--- src/rtl/xtile_k_sequencer.sv ---
// Row sequencer for the X-tile loader: walks a window of K rows, handing each
// loaded row to the PE array and releasing it back to the loader.
module xtile_k_sequencer #(
    parameter int KMAX   = 1024,
    parameter int K_W    = $clog2(KMAX),
    parameter int WD_CYC = 256
) (
    input  logic           clk,
    input  logic           rst,
    input  logic           cmd_valid,
    output logic           cmd_ready,
    input  logic [K_W-1:0] cmd_k_base,
    input  logic [K_W:0]   cmd_k_len,
    output logic           start_k,
    output logic [K_W-1:0] k_idx,
    input  logic           row_valid,
    output logic           row_accept,
    output logic           pe_row_valid,
    input  logic           pe_row_ready,
    output logic [K_W-1:0] pe_row_k,
    output logic           pe_row_last,
    output logic           busy,
    output logic           done,
    output logic           err
);

    localparam int WD_W = $clog2(WD_CYC + 1);
    localparam logic [K_W+1:0] LP_KMAX    = (K_W+2)'(KMAX);
    localparam logic [WD_W-1:0] LP_WD_LAST = WD_W'(WD_CYC - 1);

    typedef enum logic [2:0] {
        S_IDLE,
        S_ISSUE,
        S_WAIT_ROW,
        S_PRESENT,
        S_ACCEPT,
        S_RELEASE
    } state_t;

    state_t          r_state, w_state_nxt;
    logic [K_W-1:0]  r_k_cur, w_k_cur_nxt;
    logic [K_W:0]    r_remaining, w_remaining_nxt;
    logic [WD_W-1:0] r_wd, w_wd_nxt;
    logic            r_done, w_done_nxt;
    logic            r_err, w_err_nxt;
    logic [K_W+1:0]  w_cmd_end;

    // Widened so base+len can never wrap before the range check.
    assign w_cmd_end = {2'b00, cmd_k_base} + {1'b0, cmd_k_len};

    always_ff @(posedge clk) begin
        if (!rst) begin
            r_state     <= S_IDLE;
            r_k_cur     <= '0;
            r_remaining <= '0;
            r_wd        <= '0;
            r_done      <= 1'b0;
            r_err       <= 1'b0;
        end else begin
            r_state     <= w_state_nxt;
            r_k_cur     <= w_k_cur_nxt;
            r_remaining <= w_remaining_nxt;
            r_wd        <= w_wd_nxt;
            r_done      <= w_done_nxt;
            r_err       <= w_err_nxt;
        end
    end

    always_comb begin
        w_state_nxt     = r_state;
        w_k_cur_nxt     = r_k_cur;
        w_remaining_nxt = r_remaining;
        w_wd_nxt        = r_wd;
        w_done_nxt      = 1'b0;
        w_err_nxt       = 1'b0;
        case (r_state)
            S_IDLE: begin
                if (cmd_valid) begin
                    if (cmd_k_len == '0) begin
                        w_done_nxt = 1'b1;
                    end else if (w_cmd_end > LP_KMAX) begin
                        w_err_nxt = 1'b1;
                    end else begin
                        w_k_cur_nxt     = cmd_k_base;
                        w_remaining_nxt = cmd_k_len;
                        w_state_nxt     = S_ISSUE;
                    end
                end
            end
            S_ISSUE: begin
                w_wd_nxt    = '0;
                w_state_nxt = S_WAIT_ROW;
            end
            S_WAIT_ROW: begin
                if (row_valid) begin
                    w_state_nxt = S_PRESENT;
                end else if (r_wd == LP_WD_LAST) begin
                    // Loader never answered: abort without releasing anything.
                    w_err_nxt   = 1'b1;
                    w_state_nxt = S_IDLE;
                end else begin
                    w_wd_nxt = r_wd + WD_W'(1);
                end
            end
            S_PRESENT: begin
                if (pe_row_ready) w_state_nxt = S_ACCEPT;
            end
            S_ACCEPT: begin
                w_remaining_nxt = r_remaining - (K_W+1)'(1);
                w_state_nxt     = S_RELEASE;
            end
            S_RELEASE: begin
                if (!row_valid) begin
                    if (r_remaining == '0) begin
                        w_done_nxt  = 1'b1;
                        w_state_nxt = S_IDLE;
                    end else begin
                        w_k_cur_nxt = r_k_cur + K_W'(1);
                        w_state_nxt = S_ISSUE;
                    end
                end
            end
            default: w_state_nxt = S_IDLE;
        endcase
    end

    assign cmd_ready    = (r_state == S_IDLE);
    assign busy         = (r_state != S_IDLE);
    assign start_k      = (r_state == S_ISSUE);
    assign k_idx        = r_k_cur;
    assign row_accept   = (r_state == S_ACCEPT);
    assign pe_row_valid = (r_state == S_PRESENT);
    assign pe_row_k     = (r_state == S_PRESENT) ? r_k_cur : '0;
    assign pe_row_last  = (r_state == S_PRESENT) && (r_remaining == (K_W+1)'(1));
    assign done         = r_done;
    assign err          = r_err;

endmodule

--- config.mk ---
export PLATFORM = sky130hd
export DESIGN_NAME = xtile_k_sequencer
export DESIGN_NICKNAME = d
export VERILOG_FILES = /design/src/rtl/xtile_k_sequencer.sv
export SDC_FILE = /design/constraint.sdc
export NUM_CORES = 1
export LEC_CHECK = 0
export BUFFER_PORTS_ARGS = -buffer_cell sky130_fd_sc_hd__buf_2
export CAP_MARGIN = 25
export CORE_MARGIN = 8
export CORE_UTILIZATION = 25
export CTS_CLUSTER_DIAMETER = 100
export DETAILED_ROUTE_END_ITERATION = 6
export PLACE_DENSITY_LB_ADDON = 0.05
export SETUP_SLACK_MARGIN = 0.05
export SLEW_MARGIN = 20
export SYNTH_ARGS = -nofsm -noshare
export SYNTH_HDL_FRONTEND = slang
export SYNTH_SLANG_ARGS = --single-unit
export TNS_END_PERCENT = 20
--- constraint.sdc ---
create_clock -name clk -period 3.7 [get_ports clk]
set_input_delay 0.74 -clock clk [delete_from_list [all_inputs] [get_ports clk]]
set_output_delay 0.74 -clock clk [all_outputs]
set_load 0.02 [all_outputs]
**Yosys cells after proc, flatten, opt, wreduce, memory -nomap -nowiden**

Cells that the tools add are included.

- Register bits: 35

- $add $sub $neg: 4
- Eq/ne operators: 16
- Muxes and demuxes: 34
- Reductions and logical operators: 12
- $lt $le $gt $ge: 1

Operators with widths:

| operator | number |
|---|---|
| $mux W10 | 6 |
| $mux W11 | 3 |
| $logic_not A11 Y1 | 2 |
| $pmux W11 S2 | 1 |
| $mux W3 | 7 |
| $pmux W10 S2 | 1 |
| $mux W9 | 2 |
| $pmux W3 S6 | 1 |
| $pmux W9 S2 | 1 |
| $ne A2 B2 Y1 const B | 7 |
| $add A10 B11 Y12 | 1 |
| $gt A12 B11 Y1 const B | 1 |
| $reduce_and A6 Y1 | 2 |
| $eq A11 B1 Y1 const B | 1 |
| $sub A11 B1 Y11 const B | 1 |
| $add A10 B1 Y10 const B | 1 |
| $mux W1 | 10 |
| $add A9 B1 Y9 const B | 1 |
| $eq A9 B8 Y1 const B | 1 |
| $eq A3 B2 Y1 const B | 2 |
| $eq A3 B3 Y1 const B | 2 |
| $reduce_bool A2 Y1 | 3 |
| $pmux W1 S2 | 2 |
| $reduce_and A4 Y1 | 1 |
| 7 further kinds | 7 |

**Longest topological paths before layout**

Gate-level depths: netlist (run 1).

- Depth after elaboration: 6
- Gate-level depth with buffers: 11
- Depth with buffers taken out: 11

**Worst setup path before layout (run 1)**

No wires, ideal clock.

- Path kind: input -> register
- Start: input cmd_k_base[3]
- End: register r_remaining[0]
- Required time: 3638 ps
- Data arrival time: 3127 ps
- Stages: 9
- Slack: 511 ps
- Cell sequence: ha_1 a21o_1 a22o_1 or3_4 a2111oi_4 o2111ai_2 a211oi_4 mux2_1 nand3_1

- Word-level cells in the longest chain between the ends: 4

Ends and longest elaborated chain:

| what | RTL line | RTL |
|---|---|---|
| from (decl) | 12 | `input logic [K_W-1:0] cmd_k_base,` |
| $add A10 B11 Y12 | 49 | `assign w_cmd_end = {2'b00, cmd_k_base} + {1'b0, cmd_k_len};` |
| $gt A12 B11 Y1 | 81 | `end else if (w_cmd_end > LP_KMAX) begin` |
| $ne A2 B2 Y1 (no source line) | -- |  |
| $reduce_and A4 Y1 (no source line) | -- |  |
| to (signal assigned) | 62 | `r_remaining <= w_remaining_nxt;` |
| to (decl) | 42 | `logic [K_W:0] r_remaining, w_remaining_nxt;` |

No other way between the ends.
A chain may end at the register's enable or synchronous reset.

**Worst setup path after layout (run 1)**

Ends and elaborated chain as after synthesis.

==> impl_results.md, run 1 <==
* Status: finished, final reports clean
* Register-to-Register Path Depth at 6
* Sw power at 518 uW
* Mean Syn Cell Area at 7.67 um2
* Min-Delay Path Depth at 2
* Slew Viols, Final at 0
* Clock slew seen by the registers of the worst setup and hold paths at 0.08 ns
* Core Area at 10300 um2
* CP max stage delay at 0.46 ns
* Via Count at 2675
* Register area share after synthesis at 26.7%
* Top-count cell post-synth: nor2_1
* Least-Margin Pin Slew at 0.718 ns
* CTS max path bufs at 2
* Diode count at 0
* CTS tree: yes
* RSZ-0062 raised after global routing: no
* Detailed Route WL at 8.79 mm
* Worst Path Max Fanout at 5
* # hold bufs at CTS at 0
* Die width at 118 um
* Period minus WS final at 3.31 ns
* Num ports at 54
* Gr ovfl total at 0
* Netlist Area Pre-Place at 2620 um2
* Worst Hold Class: reg -> reg
* HP Start: r_remaining[9]
* Share of the synthesized area in the top cell type at 26.7%
* Chip height at 118 um
* CTS HTree Levels at 2
* Syn nets at 384
* CP Launch Type: input port
* Netlist cell types at 56
* Dominant synthesized flop cell: dfxtp_1
* Port buffer count at 53
* Initial antenna violation count at 0
* Comb pwr share at 36.5%
* WS Path Type: in -> reg
* First-pass GRT wire length at 14.2 mm
* Pre-Repair DR Iteration Count at 4
* Final ANT Viol Nets at 0
* Final HPWL DP at 6.86 mm
* Post-synth ARST share at 0%
* CP endpoint kind: flop
* Vias per std cell at 5.06
* Pwr Density at 418 nW/um2
* Vias in the first global route at 2672
* Starting DRT DRC Count at 146
* Drt wl/cell at 16.6 um
* Yosys top cell by area: dfxtp_1
* Switch share at 39.3%
* CTS resizes at 0
* CP arrival at 3.55 ns
* Post-synth EDFFs at 0
* TNS Setup at 0 ns
* R2r setup slk at 1.32 ns
* Clock power share at 27.4%
* Synth Instances at 342
* Critical Path RT at 3.94 ns
* CTS buffer count at 5
* Crit path max-delay family: compound AO/OA/AOI/OAI gates
* Post-CTS Setup Bufs at 0
* Yosys reg bits at 35
* Fmax at 0.302 GHz
* Die Footprint at 14000 um2
* Final core utilization at 30.6%
* Top cells by area, synth: dfxtp_1 27%, ha_1 7.2%, a21oi_1 6.1%
* YS warnings at 0
* Worst r2r dst: r_remaining[9]
* GRT Util Overall at 12.3%
* DRC at 0
* Row count at 37
* RR Startpoint: r_state[0]
* CTS root buf: clkbuf_8
* Period utilization at 89.5%
* Gpl congestion at 0.787
* Setup Skew at 0.00257 ns
* Area grow syn2layout at 20.0%
* Number of max-cap violations at 0
* CP bufs+invs at 1
* Final nets at 434
* Post-synth top cells: 38 x nor2_1, 35 x dfxtp_1, 32 x a21oi_1, 31 x nand2_1, 17 x o22ai_1
* Pin count of the biggest net entering global routing at 24
* Hold Path End: r_remaining[9]
* Seq pwr share at 36.0%
* Slew headroom at 52.1%
* Worst vdd ir at 0.193 mV
* Clock sinks at 35
* Layout cells sized above 1 at 19.6%
* Initial Utilization at 25.5%
* LEAKAGE at 0.00135 uW
* P_int at 799 uW
* Worst-skew pair later-pin latency at 0.29 ns
* Final Hold Vio Count at 0
* Slowest-stage cell, CP: a211oi_4
* Crit-path cells: buf_2 > ha_1 > a21o_1 > a22o_1 > or3_4 > a2111oi_4 > o2111ai_2 > a211oi_4 > mux2_1 > nand3_1
* Final setup fails at 0
layout by cell type (no fill, tap or decap), types with 3 or more instances in the layout:
cell type,n
or3_1,7
a32o_1,8
nor2_1,38
ha_1,15
nor3b_1,3
inv_1,14
nor2b_1,4
nor3_1,13
o21ai_0,13
clkbuf_8,5
buf_2,53
and3_1,7
nand3_1,8
nor4_1,5
o22ai_1,17
and2_1,13
dfxtp_1,35
a21o_1,4
xnor2_1,3
a21oi_1,32
nand4_1,7
nand2_1,31
buf_4,4
a22o_1,3
xor2_1,5
a31oi_1,3
kinds of logic after synthesis:
family / after synthesis / share of synthesized area, %
AND/OR/NAND/NOR: 147 / 28.5
adder cells (fa/ha/maj): 16 / 7.92
AO/OA/AOI/OAI: 106 / 29.4
flip-flops: 35 / 26.7
buffers and inverters: 28 / 4.01
multiplexers: 2 / 0.811
XOR/XNOR: 8 / 2.67
registers in the layout, indices dropped and copies added, names as in the netlist:
name / flops
done: 1
r_state: 3
r_remaining: 11
r_wd: 9
err: 1
k_idx: 10
through the flow:
stage | setup WS [ns] | power, uW | hold WS [ns] | std cells | instance area (um2)
after detailed placement | 0.128 | 965 | 0.469 | 521 | 3040
after global routing | 0.230 | 1410 | 0.508 | 529 | 3150
final | 0.389 | 1320 | 0.480 | 529 | 3150
after global placement | 0.120 | 972 | 0.468 | 521 | 3040
after CTS | 0.398 | 1330 | 0.480 | 529 | 3150
after floorplan | 0.511 | 812 | 0.448 | 342 | 2620
layout make-up:
cell class	instances	area (um2)
clock buffer	5	68.8
clock inverter	3	43.8
fill	1146	7130
inverter	14	52.6
multi-input combinational	279	1820
sequential	35	701
tap	136	170
timing repair buffer	57	295
power by group through the flow:
stage	clock network (uW)	registers [uW]	logic, uW
after CTS	372	474	485
final	362	474	481
after global routing	389	485	532
after detailed placement	0	483	482
after global placement	0	484	488
after floorplan	0	473	338
worst max-delay path by stage:
stage / start / end / cells past startpoint
detailed placement: cmd_k_base[3] / r_remaining[8] / 10
global route: cmd_k_base[0] / r_remaining[8] / 12
floorplan: cmd_k_base[3] / r_remaining[0] / 9
CTS: cmd_k_base[3] / r_remaining[8] / 10
global placement: cmd_k_base[3] / r_remaining[9] / 10
finish: cmd_k_base[3] / r_remaining[0] / 10
routing by layer:
| layer | vias up | global-route usage [%] | wire length (um) |
|---|---|---|---|
| met1 | 1231 | 16.4 | 4260 |
| li1 | 1372 | - | - |
| met4 | 0 | 3.56 | 114 |
| met3 | 10 | 3.00 | 534 |
| met5 | - | 0 | 0 |
| met2 | 62 | 19.4 | 3880 |
worst min-delay path, stage by stage, from the launching register on:
cell and delay, ns:
dfxtp_1 0.31, o41ai_1 0.05, o22ai_1 0.07
No activity file was read; power rests on OpenSTA's default activity.
==> run 2, diff against run 1 <==
Settings changed: ABC_AREA set to 1.
==> run 2 against run 1 <==
Net effect:
- worst hold slack got worse by 0.0060 ns
- final area grew 10%
- clock power grew 35%
- final cell count rose by 31%
- worst setup slack better by 0.43 ns
- first-iteration DRC count grew 17%
- maximum frequency increased by 15%
- sequential share of layout area fell by 2.1 points
- critical path depth rose by 9
- non-clock buffer count is 4 lower
- sequential power increased by 8.9%
- count of clock-buffer cells in the layout did not move
==> impl_results.md, run 2 <==
* TNS Setup at 0 ns (unchanged)
* Share of the synthesized area in the top cell type at 24.1% (was 26.7%)
* Worst Hold Class: reg -> reg (unchanged)
* Multi-input logic area at 1890 um2 (was 1820 um2)
* Drt wl/cell at 13.4 um (was 16.6 um)
* CTS buffer count at 5 (unchanged)
* Detailed Route WL at 9.31 mm (was 8.79 mm)
* Diode count at 0 (unchanged)
* CP arrival at 3.05 ns (was 3.55 ns)
* Yosys top cell by area: dfxtp_1 (unchanged)
* Initial antenna violation count at 0 (unchanged)
* Gr ovfl total at 0 (unchanged)
* Gpl congestion at 0.801 (was 0.787)
* Synth Instances at 497 (was 342)
* YS warnings at 0 (unchanged)
* Top-count cell post-synth: nand2_1 (was nor2_1)
* Slew Viols, Final at 0 (unchanged)
* Core Area at 11400 um2 (was 10300 um2)
* Status: finished, final reports clean (unchanged)
* Starting DRT DRC Count at 171 (was 146)
* Final HPWL DP at 7.57 mm (was 6.86 mm)
* Period minus WS final at 2.88 ns (was 3.31 ns)
* DRT met1 WL at 4.69 mm (was 4.26 mm)
* Area grow syn2layout at 19.6% (was 20.0%)
* Pin count of the biggest net entering global routing at 26 (was 24)
* Die width at 124 um (was 118 um)
* Most flop-heavy register: r_remaining (unchanged)
* Row count at 39 (was 37)
* Period utilization at 77.9% (was 89.5%)
* Register-to-Register Path Depth at 13 (was 6)
* First-pass GRT wire length at 15.2 mm (was 14.2 mm)
* Fillers at 1305 (was 1146)
* Final ANT Viol Nets at 0 (unchanged)
* Layout cells sized above 1 at 14.7% (was 19.6%)
* Most frequent cells in the layout: 146 x nand2_1, 93 x nor2_1, 67 x inv_1 (was 53 x buf_2, 38 x nor2_1, 35 x dfxtp_1)
* Syn nets at 539 (was 384)
* Final nets at 591 (was 434)
* Met2 Wirelength at 4.05 mm (was 3.88 mm)
* Top Layer Used: met4 (unchanged)
* Netlist cell types at 37 (was 56)
* Worst vdd ir at 0.186 mV (was 0.193 mV)
* Via Count at 3081 (was 2675)
* Post-CTS Setup Bufs at 0 (unchanged)
* Port buffer count at 53 (unchanged)
* Post-route cell area at 3470 um2 (was 3150 um2)
* Flip-flop and latch area at 701 um2 (unchanged)
* Pwr Density at 487 nW/um2 (was 418 nW/um2)
* Initial Utilization at 25.5% (about the same)
* Pre-Repair DR Iteration Count at 4 (unchanged)
* LEAKAGE at 0.00184 uW (was 0.00135 uW)
* Max reg flops at 11 (unchanged)
* Slew headroom at 57.2% (was 52.1%)
* DRC at 0 (unchanged)
* Final setup fails at 0 (unchanged)
* Min-Delay Path Depth at 1 (was 2)
* RSZ-0062 raised after global routing: no (unchanged)
* Clock slew seen by the registers of the worst setup and hold paths at 0.06 ns (was 0.08 ns)
* Post-synth ARST share at 0% (unchanged)
* Area after DPL at 3300 um2 (was 3040 um2)
* Post-synth top cells: 146 x nand2_1, 93 x nor2_1, 67 x inv_1, 35 x dfxtp_1, 24 x nand3_1 (was 38 x nor2_1, 35 x dfxtp_1, 32 x a21oi_1, 31 x nand2_1, 17 x o22ai_1)
* CTS HTree Levels at 2 (unchanged)
* Post-synth EDFFs at 0 (unchanged)
* Worst-skew pair later-pin latency at 0.28 ns (was 0.29 ns)
* CTS root buf: clkbuf_16 (was clkbuf_8)
* Top cells by area, synth: dfxtp_1 24%, nand2_1 19%, nor2_1 12% (was dfxtp_1 27%, ha_1 7.2%, a21oi_1 6.1%)
* Netlist Area Pre-Place at 2900 um2 (was 2620 um2)
* Critical Path RT at 3.87 ns (was 3.94 ns)
* Mean Syn Cell Area at 5.84 um2 (was 7.67 um2)
* Vias in the first global route at 2996 (was 2672)
* WS Path Type: in -> reg (unchanged)
* # hold bufs at CTS at 0 (unchanged)
* CTS tree: yes (unchanged)
* Chip height at 124 um (was 118 um)
* CP Launch Type: input port (unchanged)
* Number of max-cap violations at 0 (unchanged)
* Final Hold Vio Count at 0 (unchanged)
* CP endpoint kind: flop (unchanged)
* Met3 WL at 463 um (was 534 um)
* Yosys reg bits at 35 (unchanged)
* Num ports at 54 (unchanged)
* Worst Path Max Fanout at 12 (was 5)
* CTS resizes at 0 (unchanged)
* Vias per std cell at 4.45 (was 5.06)
* Fmax at 0.347 GHz (was 0.302 GHz)
* Least-Margin Pin Slew at 0.636 ns (was 0.718 ns)
* Die Footprint at 15300 um2 (was 14000 um2)
* Dominant synthesized flop cell: dfxtp_1 (unchanged)
* GRT Util Overall at 12.7% (was 12.3%)
* Most common cell after layout, fill and taps aside: nand2_1 (was buf_2)
* Setup Skew at 0.00960 ns (was 0.00257 ns)
* Clock sinks at 35 (unchanged)
* Register area share after synthesis at 24.1% (was 26.7%)
* CTS max path bufs at 2 (unchanged)
==> run 2: cell count changes after synthesis, sizes merged, moves of 9 or more <==
| cell | change |
|---|---|
| o21ai | +10 |
| a21oi | -9 |
| and2 | -13 |
| inv | +59 |
| o22ai | -17 |
| nand3 | +18 |
| clkbuf | -10 |
| nor2 | +58 |
| nand2 | +116 |
==> run 2: where the power goes <==
group	total [uW]	leakage [uW]	switching [uW]	internal, uW
Combinational	687	0.00147	463	224
Sequential	516	0.000286	68.6	447
Clock	490	0.0000838	172	318
==> run 2: critical path, stage by stage <==
cell and delay (ns):
buf_2 0.10, ha_1 0.19, inv_1 0.06, fa_1 0.40, inv_1 0.11, nand2_1 0.06, nand2_1 0.08, nand2_1 0.06
xor2_1 0.14, a21oi_1 0.13, nand2_1 0.08, nor2_2 0.09, nand2_2 0.08, nand3_1 0.07, nand2_1 0.22, inv_2 0.26
nand2_1 0.08, nand2_1 0.06, nor2_1 0.05
==> run 2: kinds of logic after synthesis <==
group / share of synthesized area (%)
AOI/OAI and AO/OA: 10.3
xor gates and xnor gates: 3.02
adders and majority gates: 7.15
buffers and inverters: 10.9
DFF: 24.1
muxes: 0.345
and+or+nand+nor: 44.1
==> run 2: worst paths after layout <==
path	from	to	slack (ns)
hold / removal	r_wd[6]	r_wd[6]	0.47
hold reg to reg	r_wd[6]	r_wd[6]	0.47
setup reg to reg	r_wd[0]	r_wd[4]	1.40
setup / recovery	cmd_k_base[0]	r_remaining[5]	0.82
==> run 2: metal layers <==
| metal | GRT usage (%) | up-vias |
|---|---|---|
| met5 | 0 | - |
| met1 | 16.9 | 1333 |
| met4 | 3.24 | 0 |
| met3 | 2.72 | 10 |
| li1 | - | 1675 |
| met2 | 20.3 | 63 |
==> run 2: area by class of cell <==
cell class,count,area share (%)
clock buffers,5,3.60
multi-input cells,381,54.3
flip-flops and latches,35,20.2
clock inverters,3,1.26
inverters,73,7.89
well taps,143,5.15
repair buffers,53,7.64
==> run 2: per-stage QoR <==
step | std cells | power, uW | utilization [%] | worst slack, ns | hold WS, ns
3_3_place_gp | 685 | 1220 | 29.1 | 0.632 | 0.467
2_1_floorplan | 497 | 1030 | - | 1.07 | 0.437
5_1_grt | 693 | 1840 | 30.5 | 0.530 | 0.491
3_5_place_dp | 685 | 1210 | 29.1 | 0.516 | 0.468
6_report | 693 | 1690 | 30.5 | 0.818 | 0.474
4_1_cts | 693 | 1710 | 30.5 | 0.801 | 0.477
==> run 3, diff against run 2 <==
Clock period 3.7 ns to 3 ns, I/O delays scaled along.
==> run 3 against run 2 <==
Net effect:
- final area grew 0.65%
- sequential share of layout area shrank 0.13 points
- worst hold slack lost 0.0022 ns
- worst setup slack lost 0.43 ns
- highest routed layer unchanged
- global-route usage grew 0.18 points
- combinational power grew 24%
- die area is the same
- first-iteration DRC count shrank 17%
- power grew 24%
==> impl_results.md, run 3 (same netlist as run 2, synthesis figures left out) <==
* Status: finished, final reports clean (unchanged)
* Die width at 124 um (unchanged)
* CP max stage delay at 0.39 ns (was 0.40 ns)
* RR Startpoint: r_wd[0] (unchanged)
* Vias per std cell at 4.44 (was 4.45)
* Worst vdd ir at 0.320 mV (was 0.186 mV)
* CTS root buf: clkbuf_16 (unchanged)
* Post-CTS Setup Bufs at 0 (unchanged)
* CTS resizes at 0 (unchanged)
* Setup Skew at 0.00621 ns (was 0.00960 ns)
* Gpl congestion at 0.795 (was 0.801)
* Crit path max-delay family: simple AND/OR/NAND/NOR gates (unchanged)
* HP Start: r_wd[6] (unchanged)
* Least-Margin Pin Slew at 0.581 ns (was 0.636 ns)
* DRC at 0 (unchanged)
* GRT Util Overall at 12.9% (was 12.7%)
* CP Launch Type: input port (unchanged)
* CTS max path bufs at 2 (unchanged)
* Period utilization at 87.0%
* Layout cells sized above 1 at 15.2% (was 14.7%)
* Register-to-Register Path Depth at 13 (unchanged)
* Fillers at 1341 (was 1305)
* Worst Path Max Fanout at 12 (unchanged)
* Slowest-stage cell, CP: fa_1 (unchanged)
* Pwr Density at 599 nW/um2 (was 487 nW/um2)
* Seq pwr share at 30.4% (was 30.5%)
* Detailed Route WL at 9.47 mm (was 9.31 mm)
* Die Footprint at 15300 um2 (unchanged)
* Area after DPL at 3330 um2 (was 3300 um2)
* CTS HTree Levels at 2 (unchanged)
* Initial antenna violation count at 0 (unchanged)
* Clock power share at 28.9% (about the same)
* Worst r2r dst: r_wd[4] (unchanged)
* CP arrival at 2.78 ns (was 3.05 ns)
* # hold bufs at CTS at 0 (unchanged)
* Most frequent cells in the layout: 146 x nand2_1, 93 x nor2_1, 67 x inv_1 (unchanged)
* Slew Viols, Final at 0 (unchanged)
* Critical path depth at 19 (unchanged)
* R2r setup slk at 0.71 ns (was 1.40 ns)
* Fmax at 0.383 GHz
* Critical Path RT at 3.18 ns (was 3.87 ns)
* Max reg flops at 11 (unchanged)
* Comb pwr share at 40.7% (was 40.6%)
* Initial Utilization at 25.5% (unchanged)
* Worst-skew pair later-pin latency at 0.28 ns (about the same)
* Final Hold Vio Count at 0 (unchanged)
* CP endpoint kind: flop (unchanged)
* Area grow syn2layout at 20.4% (was 19.6%)
* Port buffer count at 53 (unchanged)
* Core Area at 11400 um2 (unchanged)
* Clock sinks at 35 (unchanged)
* WS Path Type: in -> reg (unchanged)
* Pin count of the biggest net entering global routing at 26 (unchanged)
* Diode count at 0 (unchanged)
* Chip height at 124 um (unchanged)
* RSZ-0062 raised after global routing: no (unchanged)
* LEAKAGE at 0.00185 uW (was 0.00184 uW)
* Gr ovfl total at 0 (unchanged)
* Period minus WS final at 2.61 ns
* Post-route cell area at 3500 um2 (was 3470 um2)
* CTS buffer count at 5 (unchanged)
* Flip-flop and latch area at 701 um2 (unchanged)
* CTS tree: yes (unchanged)
* Crit-path cells: buf_2 > ha_1 > inv_1 > fa_1 > inv_1 > nand2_1 > nand2_1 > nand2_1 > xor2_1 > a21oi_1 > nand2_1 > nor2_2 > nand2_2 > nand3_1 > nand2_1 > inv_2 > nand2_1 > nand2_1 > nor2_1 (unchanged)
* Worst Hold Class: reg -> reg (unchanged)
* First-pass GRT wire length at 15.6 mm (was 15.2 mm)
* Clock slew seen by the registers of the worst setup and hold paths at 0.06 ns (about the same)
* Switch share at 41.6% (about the same)
* Most flop-heavy register: r_remaining (unchanged)
* Num ports at 54 (unchanged)
* Drt wl/cell at 13.6 um (was 13.4 um)
* Starting DRT DRC Count at 142 (was 171)
* Most common cell after layout, fill and taps aside: nand2_1 (unchanged)
* Sw power at 870 uW (was 703 uW)
* Min-Delay Path Depth at 1 (unchanged)
* Final core utilization at 30.7% (was 30.5%)
* Final HPWL DP at 7.71 mm (was 7.57 mm)
* Critical path's most frequent cell: nand2_1 (unchanged)
* Final setup fails at 0 (unchanged)
* Row count at 39 (unchanged)
* Pre-Repair DR Iteration Count at 4 (unchanged)
* Vias in the first global route at 3045 (was 2996)
* CP bufs+invs at 4 (unchanged)
* TNS Setup at 0 ns (unchanged)
* Multi-input logic area at 1890 um2 (unchanged)
* Via Count at 3093 (was 3081)
* Final nets at 594 (was 591)
* Hold Path End: r_wd[6] (unchanged)
* P_int at 1220 uW (was 989 uW)
* Slew headroom at 60.9% (was 57.2%)
* Final ANT Viol Nets at 0 (unchanged)
* Number of max-cap violations at 0 (unchanged)
run 3: worst max-delay path by stage:
stage,to,start
after floorplan,r_remaining[7],cmd_k_base[0]
final,r_remaining[5],cmd_k_base[0]
after detailed placement,r_remaining[5],cmd_k_base[0]
after global placement,r_remaining[5],cmd_k_len[0]
after global routing,r_remaining[4],cmd_k_base[0]
after CTS,r_remaining[5],cmd_k_base[0]
run 3: through the flow:
stage,setup slack [ns],hold slack (ns),instances,power [uW]
after floorplan,0.506,0.437,497,1270
after global placement,0.0880,0.467,688,1500
after detailed placement,0.0527,0.464,688,1500
after CTS,0.353,0.477,696,2130
after global routing,0.0712,0.512,696,2280
final,0.391,0.472,696,2090
run 3: routing by layer:
layer  global-route usage, %  vias up  wire length [um]  share of wire (%)
met5                       0        -                 0                  0
met4                    2.93        0                91               0.96
met3                    2.67        8               458                4.8
met2                    20.9       42              4210                 44
met1                    17.1     1362              4710                 50
li1                        -     1681                 -                  -
run 3: power groups by stage:
stage / Clock [uW] / Sequential (uW) / Combinational (uW)
final: 605 / 637 / 851
after global routing: 645 / 652 / 980
after CTS: 627 / 639 / 859
after detailed placement: 0 / 649 / 855
after global placement: 0 / 647 / 857
after floorplan: 0 / 677 / 589
run 3: cell type report:
type | count | share of cell area (%)
clock inverters | 3 | 1.25
flip-flops and latches | 35 | 20.0
clock buffers | 5 | 3.58
inverters | 73 | 7.84
repair buffers | 56 | 8.23
well taps | 143 | 5.12
multi-input cells | 381 | 53.9
run 3: worst register-to-register path: stages (launching register included):
cell	delay [ns]
dfxtp_1	0.36
ha_1	0.18
nand2_1	0.07
or3b_2	0.48
nor2_1	0.13
ha_1	0.17
nor2_1	0.04
nand2_1	0.10
nand2_1	0.11
inv_1	0.19
nor2_1	0.09
nand2_1	0.08
xor2_1	0.14
nor2_1	0.05
